**src/rtl/instr_fetch.sv**
```systemverilog
`default_nettype none
// ============================================================================
// Module   : instr_fetch
// Purpose  : Instruction fetch unit with PC-tagged prefetch FIFO, redirect,
//            halt and fault handling. Optional trace/checks: FETCH_TRACE_EN.
// Revision : 1.0 - initial release
// ============================================================================
module instr_fetch #(
  parameter logic [15:0] RESET_PC   = 16'h0000,
  parameter int          MEM_SIZE   = 1024,
  parameter int          PC_STEP    = 4,
  parameter int          FIFO_DEPTH = 2
) (
  input  logic        clk,
  input  logic        rst_n,
  output logic [15:0] imem_addr,
  input  logic [15:0] imem_instr,
  input  logic        redirect_valid,
  input  logic [15:0] redirect_pc,
  input  logic        halt_req,
  output logic        instr_valid,
  input  logic        instr_ready,
  output logic [15:0] instr,
  output logic [15:0] instr_pc,
  output logic        fetch_fault,
  output logic [1:0]  fetch_state
);

  localparam int PTR_W = $clog2(FIFO_DEPTH);
  localparam int CNT_W = $clog2(FIFO_DEPTH + 1);

  typedef enum logic [1:0] {
    ST_RUN   = 2'd0,
    ST_HALT  = 2'd1,
    ST_FAULT = 2'd2
  } state_t;

  state_t             state;
  logic [15:0]        fetch_pc;
  logic [15:0]        fifo_instr [FIFO_DEPTH];
  logic [15:0]        fifo_pc    [FIFO_DEPTH];
  logic [PTR_W-1:0]   rd_ptr;
  logic [PTR_W-1:0]   wr_ptr;
  logic [CNT_W-1:0]   count;

  logic               pop;
  logic               full;
  logic               oob;
  logic               push;
  logic               redirect_taken;

  // Bounds check is done in 17 bits so a PC near 16'hFFFF cannot wrap back in range.
  assign oob            = ({1'b0, fetch_pc} + 17'd3) >= 17'(MEM_SIZE);
  assign full           = (count == CNT_W'(FIFO_DEPTH));
  assign pop            = instr_valid && instr_ready;
  assign redirect_taken = redirect_valid && (state != ST_FAULT);
  assign push           = (state == ST_RUN) && !redirect_valid && !oob && (!full || pop);

  assign imem_addr   = fetch_pc;
  assign instr_valid = (count != '0);
  assign instr       = fifo_instr[rd_ptr];
  assign instr_pc    = fifo_pc[rd_ptr];
  assign fetch_state = state;

  always_ff @(posedge clk or negedge rst_n) begin
    if (!rst_n) begin
      state       <= ST_RUN;
      fetch_pc    <= RESET_PC;
      rd_ptr      <= '0;
      wr_ptr      <= '0;
      count       <= '0;
      fetch_fault <= 1'b0;
      for (int i = 0; i < FIFO_DEPTH; i++) begin
        fifo_instr[i] <= '0;
        fifo_pc[i]    <= '0;
      end
    end else if (redirect_taken) begin
      // Flush discards any same-cycle pop along with the buffered entries.
      rd_ptr <= '0;
      wr_ptr <= '0;
      count  <= '0;
      if (redirect_pc[1:0] == 2'b00) begin
        fetch_pc <= redirect_pc;
        state    <= ST_RUN;
      end else begin
        state       <= ST_FAULT;
        fetch_fault <= 1'b1;
      end
    end else begin
      if (push) begin
        fifo_instr[wr_ptr] <= imem_instr;
        fifo_pc[wr_ptr]    <= fetch_pc;
        wr_ptr             <= wr_ptr + 1'b1;
        fetch_pc           <= fetch_pc + 16'(PC_STEP);
      end
      if (pop) begin
        rd_ptr <= rd_ptr + 1'b1;
      end
      count <= count + CNT_W'(push) - CNT_W'(pop);
      case (state)
        ST_RUN: begin
          if (oob) begin
            state       <= ST_FAULT;
            fetch_fault <= 1'b1;
          end else if (halt_req) begin
            state <= ST_HALT;
          end
        end
        ST_HALT: begin
          if (!halt_req) begin
            state <= ST_RUN;
          end
        end
        default: state <= ST_FAULT;
      endcase
    end
  end

`ifdef FETCH_TRACE_EN
  logic enter_fault;
  assign enter_fault = (state != ST_FAULT) &&
                       ((redirect_taken && redirect_pc[1:0] != 2'b00) ||
                        (!redirect_valid && state == ST_RUN && oob));

  always @(posedge clk) begin
    if (rst_n) begin
      if (pop && !redirect_taken) begin
        $display("%0t fetch pop pc=%h instr=%b", $time, instr_pc, instr);
      end
      if (enter_fault) begin
        $display("%0t fetch fault addr=%h", $time,
                 redirect_taken ? redirect_pc : fetch_pc);
      end
      assert (imem_addr[1:0] == 2'b00);
      if (push) begin
        assert (!$isunknown(imem_instr));
      end
    end
  end
`endif

endmodule
`default_nettype wire

```
**config.mk**
```make
export PLATFORM = sky130hd
export DESIGN_NAME = instr_fetch
export DESIGN_NICKNAME = d
export VERILOG_FILES = /design/src/rtl/instr_fetch.sv
export SDC_FILE = /design/constraint.sdc
export NUM_CORES = 1
export LEC_CHECK = 0
export CAP_MARGIN = 10
export CORE_ASPECT_RATIO = 1.2
export CORE_UTILIZATION = 51
export CTS_CLUSTER_DIAMETER = 150
export CTS_CLUSTER_SIZE = 40
export DETAILED_ROUTE_END_ITERATION = 8
export GPL_TIMING_DRIVEN = 0
export PLACE_DENSITY = 0.78
export SYNTH_ARGS = -nofsm -noshare
export SYNTH_HDL_FRONTEND = slang
export SYNTH_SLANG_ARGS = --single-unit
```
**constraint.sdc**
```tcl
create_clock -name clk -period 3.1 [get_ports clk]
set_input_delay 0.62 -clock clk [delete_from_list [all_inputs] [get_ports clk]]
set_output_delay 0.62 -clock clk [all_outputs]
set_load 0.05 [all_outputs]
```
==> flow_metrics.py <==
metrics = {
    "cts": {
        "cts_max_path_buffers": 2,
        "cts-htree-levels": 3,
        "cts-buffers-inserted": 9,
        "clk_pin_slew_ps": 90,
        "tritoncts": "done",
        "skew_pair_late_insertion_delay_ps": 350,
        "clock_tree.root_cell": "clkbuf_8",
        "clock_sinks": 87,
        "cts.hold.buffers_added": 0,
    },
    "job": {
        "max-cap-violations": 0,
    },
    "detailed_routing": {
        "routed_wire_length_per_instance_um": 17.6,
        "vias": 3206,
        "wire_length_on_met3_um": 678,
        "met2RoutedLength_um": 4930,
        "vias_per_cell": 5.61,
        "drc": 0,
        "count_of_nets_left_with_antenna_violations_after_detail_routing": 0,
        "drt-initial-drc-count": 232,
        "first_pass_iters": 4,
        "dr.max_layer_used": "met4",
        "met1_length_um": 4250,
        "wirelength_um": 10100,
    },
    "finish": {
        "final-seq-area_um2": 2180,
        "design.final.nets": 492,
        "drive_gt1_share_pct": 31.5,
        "area_occupied_by_multi_input_gates_um2": 2080,
        "filler_cell_count": 606,
        "final_cell_count_no_fill": 571,
        "postLayoutCellArea_um2": 5740,
        "post-route-util_pct": 70.4,
        "syn_to_final_growth_pct": 32.9,
        "antenna_cells": 0,
    },
    "synthesis": {
        "synth.most_common_cell": "dfrtp_1",
        "yosys_most_used_dff": "dfrtp_1",
        "yosys.cell_types.count": 51,
        "synthArstFlopShare_pct": 100,
        "postSynthAreaPerCell_um2": 12.4,
        "post_synth_inst_count": 349,
        "yosys_warnings": 0,
        "synth_area_leaders": "dfrtp_1, mux2_2, mux2_4",
        "synth_top_cell_area_share_pct": 50.4,
        "netlist.top_cell.by_area": "dfrtp_1",
        "synth_area_um2": 4320,
        "synth_seq_cells": 87,
        "synth.yosys.seq_area_share_pct": 50.4,
        "synth_edf_count": 0,
        "postSynthNetCount": 388,
        "post_synth_most_frequent_cells": "dfrtp_1, mux2_2, nand2_1",
    },
    "grt": {
        "global_route.overflow_total": 0,
        "grt_first_pass_wirelength_um": 16200,
        "grt_util_all_layers_pct": 23.7,
        "initial_antenna_violation_count": 0,
        "number_of_global_route_vias_before_repair": 3261,
        "largest_net_degree_at_the_start_of_global_routing": 75,
    },
    "timing": {
        "worst_tran_pin_value_ps": 787,
        "fin_crit_share_pct": 96.1,
        "report.final.slew_viol_count": 0,
        "max_freq_mhz": 336,
        "setup_slack_ps": 120,
        "max_slew_margin_pct": 47.0,
        "worst_clock_skew_ps": 10.6,
        "hold_viol": 0,
        "layout_min_cycle_time_ps": 2980,
        "final-setup-viol-count": 0,
    },
    "placed_design": {
        "place.gp.congestion": 0.864,
        "dpl.hpwl_um": 6950,
        "placement.setup.worst_slack_ps": -633,
        "placed_area_um2": 5370,
        "numPortBuffers": 88,
        "place_inst": 552,
    },
    "floorplan": {
        "top_level_ports": 89,
        "core-area_um2": 8150,
        "rows": 36,
        "initial_core_util_pct": 52.9,
        "dieArea_um2": 8840,
        "die_x_um": 86.0,
        "die_span_in_y_um": 103,
    },
    "outcome": {
        "outcome": "finished, final reports clean",
    },
    "critical_path": {
        "endpoint_kind": "output port",
        "r2r_cells": 13,
        "r2r-start": "imem_addr[2]",
        "critical_path.slowest_cell": "clkdlybuf4s50_1",
        "critical_path.max_stage_delay_ps": 700,
        "worstSetupPathType": "reg -> out",
        "largest_delay_contributor_family_on_the_critical_path": "buffers and inverters",
        "worst-path-buf-inv": 3,
        "path_cells": "clkbuf_1 -> clkbuf_2 -> mux2_2 -> clkdlybuf4s50_1",
        "timing.critical_path.required_ps": 2480,
        "worstPathArrival_ps": 2360,
        "critPathLaunchType": "flip-flop",
        "worst-path-max-fanout": 10,
        "timing.reg2reg.setup_slack_ps": 150,
        "timing.rr.end": "count[1]",
        "crit_path_start": "rd_ptr",
    },
    "power_and_ir_drop": {
        "total_power_density_per_cell_area_nw_per_um2": 480,
        "power.leakage_uw": 0.00299,
        "power.ir.vdd_worst_v": 0.000281,
    },
    "hold_path": {
        "min-delay-path-class": "in -> async",
    },
}
[registers in the layout, indices dropped and copies added, names as in the netlist]
name,cells
count,2
fetch_fault,1
imem_addr,16
fifo_instr,32
fetch_state,2
wr_ptr,1
rd_ptr,1
fifo_pc,32
[worst reg2reg max path, delay by kind of cell (launching register included)]
| family | cells | cell delay (ps) |
|---|---|---|
| simple gates | 6 | 900 |
| fa+ha+maj | 2 | 440 |
| flops | 1 | 410 |
| mux | 1 | 360 |
| compound gates | 2 | 350 |
| xor+xnor | 1 | 210 |
| buf+inv | 1 | 160 |
[logic make-up (layout without fill, tap and decap cells)]
logic type | count (synthesis) | count (layout) | synth area share [%]
AOI/OAI and AO/OA | 42 | 42 | 7.39
xor gates and xnor gates | 3 | 3 | 0.609
muxes | 89 | 89 | 25.2
and+or+nand+nor | 101 | 101 | 12.3
DFF | 87 | 87 | 50.4
buffers and inverters | 25 | 133 | 3.48
adders and majority gates | 2 | 2 | 0.580
[cell type report]
cell class / count / share of cell area, %
Clock inverter: 6 / 1.22
Multi-Input combinational cell: 237 / 36.2
Sequential cell: 87 / 38.0
Buffer: 23 / 2.64
Tap cell: 114 / 2.49
Clock buffer: 9 / 2.16
Timing Repair Buffer: 93 / 17.1
Inverter: 2 / 0.131
[worst max path at each step]
stage / to / slack (ps) / depth (start not counted)
finish: instr_pc[7] / 120 / 4
global route: instr[14] / -1 / 4
CTS: count[1] / -10 / 13
detailed placement: count[1] / -630 / 11
global placement: fifo_pc[16] / -1650 / 1
floorplan: count[1] / 1 / 13
[cell usage in the layout (no fill, tap or decap), types with 8 or more instances in the layout]
cell	count
mux2_2	59
nand3_1	8
and2_1	15
nor2_1	16
dlymetal6s2s_1	18
clkdlybuf4s50_1	69
nand2_1	30
o21ai_0	9
dfrtp_1	83
clkbuf_8	9
mux2_4	24
[through the flow]
step           total power (uW)  hold WS [ps]  TNS [ps]
3_3_place_gp               1940           463   -147880
5_1_grt                    2870          99.5     -1.93
2_1_floorplan              1710           324         0
4_1_cts                    2760          96.4     -13.8
6_report                   2750           112         0
3_5_place_dp               1950           467     -5180
[power by group]
part,internal (uW),total [uW],switching [uW]
sequential,1180,1230,45.6
combinational,309,731,422
clock,375,797,422
total,1860,2750,889
[what timing repair did]
item,4_1_cts,5_1_grt
setup endpoints to repair,30,19
pin swaps,0,0
buffers inserted,0,4
gates resized for setup,10,33
[routing by layer]
layer	GRT usage (%)	vias to the layer above
met5	0	-
li1	-	1476
met2	38.2	133
met4	11.2	0
met1	30.7	1578
met3	5.52	19
No activity file was read; power rests on OpenSTA's default activity.
